===== src/rtl/mem_pkg.sv =====
// mem_pkg: shared definitions for the data-memory access path.
//   - funct3 size codes (F3_B/H/W/BU/HU)
//   - FSM state enum for mem_access_unit
//   - default memory-mapped IO addresses
//   - lane geometry (NUM_LANES x VEC_W bits per BRAM word)
//   - funct3 legality helpers for loads and stores
package mem_pkg;

  localparam logic [2:0] F3_B  = 3'b000;
  localparam logic [2:0] F3_H  = 3'b001;
  localparam logic [2:0] F3_W  = 3'b010;
  localparam logic [2:0] F3_BU = 3'b100;
  localparam logic [2:0] F3_HU = 3'b101;

  localparam logic [31:0] SW_ADDR_DEF  = 32'hFFFF_FC00;
  localparam logic [31:0] LED_ADDR_DEF = 32'hFFFF_FC60;

  localparam int NUM_LANES = 4;
  localparam int VEC_W     = 8;

  typedef enum logic [1:0] {IDLE, ACCESS, RDWAIT} state_t;

  function automatic logic f3_legal_ld(input logic [2:0] f3);
    return (f3 == F3_B) || (f3 == F3_H) || (f3 == F3_W) ||
           (f3 == F3_BU) || (f3 == F3_HU);
  endfunction

  function automatic logic f3_legal_st(input logic [2:0] f3);
    return (f3 == F3_B) || (f3 == F3_H) || (f3 == F3_W);
  endfunction

endpackage


===== src/rtl/mem_lane_align.sv =====
// mem_lane_align: combinational byte-lane steering for a 32-bit memory word.
//   funct3   in  size/sign code
//   lane     in  byte offset within the word (addr[1:0], already aligned)
//   st_data  in  store data (rs2)
//   ld_word  in  raw word read from memory
//   wdata    out store data replicated across lanes
//   be       out byte write enables
//   ld_data  out selected load lane, sign/zero extended
module mem_lane_align
  import mem_pkg::*;
(
  input  logic [2:0]  funct3,
  input  logic [1:0]  lane,
  input  logic [31:0] st_data,
  input  logic [31:0] ld_word,
  output logic [31:0] wdata,
  output logic [3:0]  be,
  output logic [31:0] ld_data
);

  logic [NUM_LANES-1:0][VEC_W-1:0] ld_lanes;
  logic [7:0]  ld_b;
  logic [15:0] ld_h;

  assign ld_lanes = ld_word;
  assign ld_b     = ld_lanes[lane];
  assign ld_h     = lane[1] ? ld_word[31:16] : ld_word[15:0];

  always_comb begin
    wdata = st_data;
    be    = 4'b1111;
    case (funct3[1:0])
      2'b00: begin
        wdata = {NUM_LANES{st_data[7:0]}};
        be    = 4'b0001 << lane;
      end
      2'b01: begin
        wdata = {2{st_data[15:0]}};
        be    = lane[1] ? 4'b1100 : 4'b0011;
      end
      default: ;
    endcase
  end

  always_comb begin
    case (funct3)
      F3_B:    ld_data = {{24{ld_b[7]}}, ld_b};
      F3_BU:   ld_data = {24'b0, ld_b};
      F3_H:    ld_data = {{16{ld_h[15]}}, ld_h};
      F3_HU:   ld_data = {16'b0, ld_h};
      default: ld_data = ld_word;
    endcase
  end

endmodule


===== src/rtl/mem_access_unit.sv =====
// mem_access_unit: RV32I load/store stage against a sync-read BRAM plus
// two memory-mapped IO registers (switches read-only, LEDs read/write).
//   clk, rst_n           clock, synchronous active-low reset
//   req                  access request, taken only when busy=0
//   mem_read, mem_write  load / store qualifiers (both or neither = no-op)
//   funct3               size/sign code
//   alu_result           effective byte address
//   write_data           store data
//   switches             board switch inputs
//   busy, done           handshake: busy while in flight, done one-cycle pulse
//   load_data            extended load result, held until the next load done
//   misalign             pulse with done on a rejected misaligned access
//   ram_addr/wdata/we    BRAM write/read port, ram_rdata 1-cycle read latency
//   leds                 LED register
// Build option: MEM_MISALIGN_CHECK_EN rejects misaligned half/word accesses;
// without it the low address bits are forced to alignment.
module mem_access_unit
  import mem_pkg::*;
#(
  parameter int          DMEM_ADDR_W = 14,
  parameter logic [31:0] SW_ADDR     = SW_ADDR_DEF,
  parameter logic [31:0] LED_ADDR    = LED_ADDR_DEF
)(
  input  logic                   clk,
  input  logic                   rst_n,
  input  logic                   req,
  input  logic                   mem_read,
  input  logic                   mem_write,
  input  logic [2:0]             funct3,
  input  logic [31:0]            alu_result,
  input  logic [31:0]            write_data,
  input  logic [15:0]            switches,
  output logic                   busy,
  output logic                   done,
  output logic [31:0]            load_data,
  output logic                   misalign,
  output logic [DMEM_ADDR_W-1:0] ram_addr,
  output logic [31:0]            ram_wdata,
  output logic [3:0]             ram_we,
  input  logic [31:0]            ram_rdata,
  output logic [15:0]            leds
);

  state_t state;

  // captured request
  logic [2:0]  p_f3;
  logic [1:0]  p_lane;
  logic        p_mis, p_bram_ld, p_ldv, p_led_we;
  logic [31:0] p_ldd;
  logic [15:0] p_led_d;

  // decode of the live request (only meaningful at accept)
  logic        rd, wr, legal, is_half, is_word, mis, go;
  logic        in_bram, is_sw, is_led;
  logic [31:0] addr;

  assign rd      = mem_read & ~mem_write;
  assign wr      = mem_write & ~mem_read;
  assign is_half = (funct3[1:0] == 2'b01);
  assign is_word = (funct3[1:0] == 2'b10);
  assign legal   = rd ? f3_legal_ld(funct3) : (wr & f3_legal_st(funct3));

`ifdef MEM_MISALIGN_CHECK_EN
  assign mis  = legal & ((is_half & alu_result[0]) | (is_word & |alu_result[1:0]));
  assign addr = alu_result;
`else
  assign mis  = 1'b0;
  assign addr = {alu_result[31:2], alu_result[1] & ~is_word,
                 alu_result[0] & ~is_half & ~is_word};
`endif

  assign go      = legal & ~mis;
  assign in_bram = (addr[31:DMEM_ADDR_W+2] == '0);
  assign is_sw   = (addr == SW_ADDR);
  assign is_led  = (addr == LED_ADDR);

  // One aligner serves both directions: live fields while idle (store lane
  // setup at accept), captured fields afterwards (load extract in RDWAIT).
  logic [2:0]  al_f3;
  logic [1:0]  al_lane;
  logic [31:0] al_wdata, al_ld;
  logic [3:0]  al_be;

  assign al_f3   = (state == IDLE) ? funct3    : p_f3;
  assign al_lane = (state == IDLE) ? addr[1:0] : p_lane;

  mem_lane_align u_align (
    .funct3  (al_f3),
    .lane    (al_lane),
    .st_data (write_data),
    .ld_word (ram_rdata),
    .wdata   (al_wdata),
    .be      (al_be),
    .ld_data (al_ld)
  );

  always_ff @(posedge clk) begin
    if (!rst_n) begin
      state     <= IDLE;
      busy      <= 1'b0;
      done      <= 1'b0;
      misalign  <= 1'b0;
      load_data <= '0;
      ram_we    <= '0;
      ram_addr  <= '0;
      ram_wdata <= '0;
      leds      <= '0;
      p_f3      <= '0;
      p_lane    <= '0;
      p_mis     <= 1'b0;
      p_bram_ld <= 1'b0;
      p_ldv     <= 1'b0;
      p_ldd     <= '0;
      p_led_we  <= 1'b0;
      p_led_d   <= '0;
    end else begin
      done     <= 1'b0;
      misalign <= 1'b0;
      case (state)
        IDLE: if (req) begin
          state     <= ACCESS;
          busy      <= 1'b1;
          p_f3      <= funct3;
          p_lane    <= addr[1:0];
          p_mis     <= mis;
          p_bram_ld <= go & rd & in_bram;
          // illegal-size loads are unmapped and return 0; rejected ones keep load_data
          p_ldv     <= rd & ~mis;
          p_ldd     <= (go & is_sw)  ? {16'b0, switches} :
                       (go & is_led) ? {16'b0, leds} : '0;
          p_led_we  <= go & wr & is_led;
          p_led_d   <= write_data[15:0];
          if (go & in_bram) ram_addr <= addr[DMEM_ADDR_W+1:2];
          if (go & wr & in_bram) begin
            ram_we    <= al_be;
            ram_wdata <= al_wdata;
          end
        end
        ACCESS: begin
          ram_we <= '0;
          if (p_bram_ld) begin
            state <= RDWAIT;
          end else begin
            state    <= IDLE;
            busy     <= 1'b0;
            done     <= 1'b1;
            misalign <= p_mis;
            if (p_ldv)    load_data <= p_ldd;
            if (p_led_we) leds      <= p_led_d;
          end
        end
        RDWAIT: begin
          state     <= IDLE;
          busy      <= 1'b0;
          done      <= 1'b1;
          load_data <= al_ld;
        end
        default: state <= IDLE;
      endcase
    end
  end

endmodule


===== config.mk =====
export PLATFORM = sky130hd
export DESIGN_NAME = mem_access_unit
export DESIGN_NICKNAME = d
export VERILOG_FILES = /design/src/rtl/mem_pkg.sv /design/src/rtl/mem_lane_align.sv /design/src/rtl/mem_access_unit.sv
export SDC_FILE = /design/constraint.sdc
export NUM_CORES = 1
export LEC_CHECK = 0
export ABC_AREA = 0
export CELL_PAD_IN_SITES_DETAIL_PLACEMENT = 1
export CELL_PAD_IN_SITES_GLOBAL_PLACEMENT = 1
export CORE_MARGIN = 10
export CORE_UTILIZATION = 45
export CTS_CLUSTER_SIZE = 16
export DETAILED_ROUTE_END_ITERATION = 12
export DONT_BUFFER_PORTS = 1
export PLACE_DENSITY_LB_ADDON = 0.1
export RECOVER_POWER = 25
export SYNTH_ARGS = -nofsm -noshare
export SYNTH_HDL_FRONTEND = slang
export SYNTH_SLANG_ARGS = --single-unit

===== constraint.sdc =====
create_clock -name clk -period 3.1 [get_ports clk]
set_input_delay 0.31 -clock clk [delete_from_list [all_inputs] [get_ports clk]]
set_output_delay 0.31 -clock clk [all_outputs]
set_load 0.02 [all_outputs]

==> results.txt, run 1 <==
----------------------------------------------------
[Placed design]
  Port Buffers ... 0
  Global placer's final weighted congestion ... a little under 0.9
  Detailed Place HPWL ... 18100 um
  Placed standard-cell area ... 0.00664 sq mm

[Setup path]
  Maximum fanout along the worst path ... 16
  Start of the worst register-to-register path ... state[0]$_SDFFE_PN0P_
  Critical Path AT ... 3.05 ns
  R2r endpoint ... load_data[31]$_SDFFE_PN0P_
  Data required time of the critical path ... 3.41 ns
  Critical path type ... reg -> reg
  Register-to-Register Path Depth ... 8
  Worst reg-to-reg setup slack ... 0.36 ns
  Kind of start point of the critical path ... flop
  Critical path endpoint category ... flop

[Yosys]
  Main combinational cell family by area after synthesis ... compound AO/OA/AOI/OAI gates
  Average cell area after synthesis ... 8.29 sq um
  Cells after synthesis ... 784
  Synth area leaders ... sky130_fd_sc_hd__dfxtp_1, sky130_fd_sc_hd__nand2_1, sky130_fd_sc_hd__a21oi_1
  Sequential fraction of the synthesis area ... between 40% and 50%
  Leading area contributor after synthesis ... sky130_fd_sc_hd__dfxtp_1
  Number of register bits inferred by synthesis ... between 100 and 150
  Number of distinct library cell variants in the gate-level netlist after synthesis ... 64
  Netlist area before placement ... 0.00650 sq mm
  Number of synthesized flops with an enable pin ... 0
  Post-synthesis adder-cell area fraction ... 0.770%
  Mux contribution to synthesized area ... about 5.6%
  Complex-gate fraction of the synthesized area ... 25.7%
  Top cell type's share of synthesized area ... between 40% and 50%
  Synth Net Count ... around 910
  Xor-xnor portion of the synthesized cell area ... 0.270%
  Number of warning messages in the yosys log ... 0
  Fraction of the mapped netlist area in simple logic gates ... 19.4%
  Dominant register cell in the synthesized netlist ... sky130_fd_sc_hd__dfxtp_1
  Share of flip-flops with an asynchronous set or reset after synthesis ... 0%

[Floorplan]
  Row cnt ... 43
  Floorplan Core Area ... 0.0140 sq mm
  Number of primary I/O pins ... 221
  Initial standard-cell utilization of the core ... 46.4%
  DIE HEIGHT ... 140 um
  Horizontal die dimension ... 140 um
  Die Area ... 0.0196 sq mm

[Clocking]
  Clock slew seen by the registers of the worst setup and hold paths ... 0.06 ns
  Post-cts gate resize count ... 0
  Clock insertion delay at the later pin of the skew report ... 0.43 ns
  # clock sinks ... 142
  Clock tree root driver cell ... sky130_fd_sc_hd__clkbuf_16
  CTS H-Tree Depth ... 4
  CTS tree ... built
  Clock Path Buffers ... 2
  Clock buffer count from CTS ... 17

[Worst hold path]
  Worst hold-check path type ... in -> reg
  Startpoint of the tightest hold check path ... write_data[15]
  Endpoint, Worst Hold ... p_led_d[15]$_SDFFE_PN0P_
  Min-Delay Path Depth ... 2

[GRT]
  Most utilized layer in the global route result ... met2
  Met3 demand-to-capacity share in global routing ... 10.7%
  GR Overflow Total ... 0
  Number of antenna violations at the first check in global routing ... 0
  Largest net degree at the start of global routing ... 49
  Global-route wire length before repair ... 37100 um
  All-layer global routing usage ... 23.6%
  Met2 layer usage reported by global route ... 38.7%
  Met1 demand-to-capacity share in global routing ... 26.4%
  Via count of the first global-routing pass ... between 6000 and 7000

[Detailed routing]
  DR vias/cell ... 6.31
  Via count ... 6054
  Per-cell routed wire length ... roughly 25 um
  Detailed Route Iter0 Violations ... 399
  Detail Route Antenna Nets ... 0
  Final WL ... about 24000 um
  Drt pass-1 iters ... 5
  Count of unresolved DRC violations after routing ... 0

[Timing]
  Setup repair after global routing missed its margin ... no
  Transition time at the pin with the least slew margin ... 1.02 ns
  Timing-limited maximum frequency ... between 0.3 and 0.4 GHz
  Worst rel slew slack ... 31.5%
  Post-layout min period ... between 2 and 3 ns
  Count of endpoints failing setup in the final report ... 0
  Setup TNS after final layout ... 0 ns
  Final Cycle Share ... between 80% and 90%
  Worst clock skew ... 0.00928 ns
  Count of final hold-check violations ... 0
  Pins over their slew limit ... 0

[Finish]
  Layout cell share with drive strength beyond 1 ... 10.5%
  Fin area ... 0.00724 sq mm
  Utilization after layout ... about half
  Antenna cell count ... 0
  Number of nets in the final layout ... 890
  Signed area change from the synthesized netlist to the final layout ... 11.4%

[Pwr]
  Power per cell area ... 588 mW/mm^2
  Highest ir drop seen on vdd ... approximately 0.00042 V
  Static power due to leakage ... between 2 and 2.5 nW

[Status]
  Status ... finished, final reports clean

[Run]
  MaxCap Viol Count ... 0

----------------------------------------------------
## worst max-delay path, cell delays in order (launching register included)
cell	delay, ns
sky130_fd_sc_hd__dfxtp_1	0.34
sky130_fd_sc_hd__inv_1	0.09
sky130_fd_sc_hd__ha_1	0.46
sky130_fd_sc_hd__buf_4	0.26
sky130_fd_sc_hd__nand2_1	0.16
sky130_fd_sc_hd__o211a_1	0.27
sky130_fd_sc_hd__o211ai_1	0.30
sky130_fd_sc_hd__a31oi_2	0.36
sky130_fd_sc_hd__a221o_1	0.38
## flip-flops by register name, indices dropped and copies added (netlist names)
name       count
p_lane         2
ram_we         4
ram_wdata     32
p_f3           3
p_led_we       1
load_data     32
done           1
busy           1
p_ldv          1
leds          16
p_ldd         16
ram_addr      14
state          2
p_bram_ld      1
p_led_d       16
## timing repair
item / 4_1_cts / 5_1_grt
endpoints found under the hold margin: 2 / 0
setup buffers: 0 / 0
hold buffers: 2 / 0
## logic make-up after synthesis
| group | after synthesis |
|---|---|
| buffers and inverters | 70 |
| xor gates and xnor gates | 2 |
| and+or+nand+nor | 287 |
| adders and majority gates | 4 |
| muxes | 35 |
| other | 1 |
| DFF | 142 |
| AOI/OAI and AO/OA | 243 |
## metrics by stage
| step | total power, W | hold slack [ns] | setup slack (ns) | cells |
|---|---|---|---|---|
| floorplan | 0.00220 | 0.432 | 0.818 | 784 |
| global placement | 0.00228 | 0.447 | 0.287 | 925 |
| detailed placement | 0.00230 | 0.449 | 0.0770 | 925 |
| CTS | 0.00428 | 0.00167 | 0.0449 | 959 |
| global route | 0.00442 | 0.00497 | 0.182 | 959 |
| finish | 0.00426 | 0.0159 | 0.360 | 959 |
## cells in the mapped netlist (6+ instances only)
cell	instances
sky130_fd_sc_hd__a311oi_1	10
sky130_fd_sc_hd__nor2_1	63
sky130_fd_sc_hd__a22oi_1	8
sky130_fd_sc_hd__a21oi_1	91
sky130_fd_sc_hd__mux2i_1	25
sky130_fd_sc_hd__inv_1	8
sky130_fd_sc_hd__buf_2	9
sky130_fd_sc_hd__nand2_1	173
sky130_fd_sc_hd__dfxtp_1	142
sky130_fd_sc_hd__a222oi_1	8
sky130_fd_sc_hd__a221o_1	16
sky130_fd_sc_hd__o32ai_1	12
sky130_fd_sc_hd__a31oi_1	18
sky130_fd_sc_hd__a211oi_1	24
sky130_fd_sc_hd__nor3b_1	9
sky130_fd_sc_hd__clkbuf_1	43
sky130_fd_sc_hd__mux2_2	10
sky130_fd_sc_hd__o22ai_1	6
sky130_fd_sc_hd__o21ai_0	22
sky130_fd_sc_hd__a32o_1	6
## layout by cell type, fill, tap and decap left out, types with 10 or more instances in the layout
cell	synthesis	final
sky130_fd_sc_hd__nand2_1	173	173
sky130_fd_sc_hd__dfxtp_1	142	142
sky130_fd_sc_hd__a21oi_1	91	91
sky130_fd_sc_hd__nor2_1	63	63
sky130_fd_sc_hd__a211oi_1	24	24
sky130_fd_sc_hd__mux2i_1	25	23
sky130_fd_sc_hd__o21ai_0	22	22
sky130_fd_sc_hd__buf_4	2	21
sky130_fd_sc_hd__a31oi_1	18	17
sky130_fd_sc_hd__clkbuf_16	0	17
sky130_fd_sc_hd__a221o_1	16	16
sky130_fd_sc_hd__o32ai_1	12	12
sky130_fd_sc_hd__mux2_2	10	10
sky130_fd_sc_hd__a311oi_1	10	10
## metal layers
layer  routed length [um]  vias to the layer above
li1                     -                     2794
met1                 9260                     2975
met2                11700                      247
met3                 2650                       38
met4                  541                        0
met5                    0                        -
## report_power, final
part	internal [W]	switching (W)
clock network	0.00117	0.000824
logic	0.000142	0.000230
registers	0.00186	0.0000338
## layout make-up
cell class / instances / area (sq um)
well taps: 180 / 225
fillers: 1696 / 6750
multi-input cells: 572 / 3380
clock buffers: 20 / 467
repair buffers: 23 / 178
inverters: 10 / 38.8
clock inverters: 12 / 108
flip-flops and latches: 142 / 2840
## worst max path at each step
stage / startpoint / to / slack [ns] / cells past startpoint
finish: state[0]$_SDFFE_PN0P_ / load_data[31]$_SDFFE_PN0P_ / 0.36 / 8
global route: state[0]$_SDFFE_PN0P_ / load_data[22]$_SDFFE_PN0P_ / 0.18 / 8
CTS: state[0]$_SDFFE_PN0P_ / load_data[31]$_SDFFE_PN0P_ / 0.04 / 8
detailed placement: state[0]$_SDFFE_PN0P_ / load_data[31]$_SDFFE_PN0P_ / 0.08 / 8
global placement: state[0]$_SDFFE_PN0P_ / load_data[20]$_SDFFE_PN0P_ / 0.29 / 8
floorplan: state[0]$_SDFFE_PN0P_ / load_data[16]$_SDFFE_PN0P_ / 0.82 / 9
No activity file was read; power rests on OpenSTA's default activity.
==> run 2, diff against run 1 <==
Settings changed: CTS_CLUSTER_DIAMETER set to 120.
==> results of run 2 <==
Same layout as run 1: the final DEF is identical, and so are final timing and power.
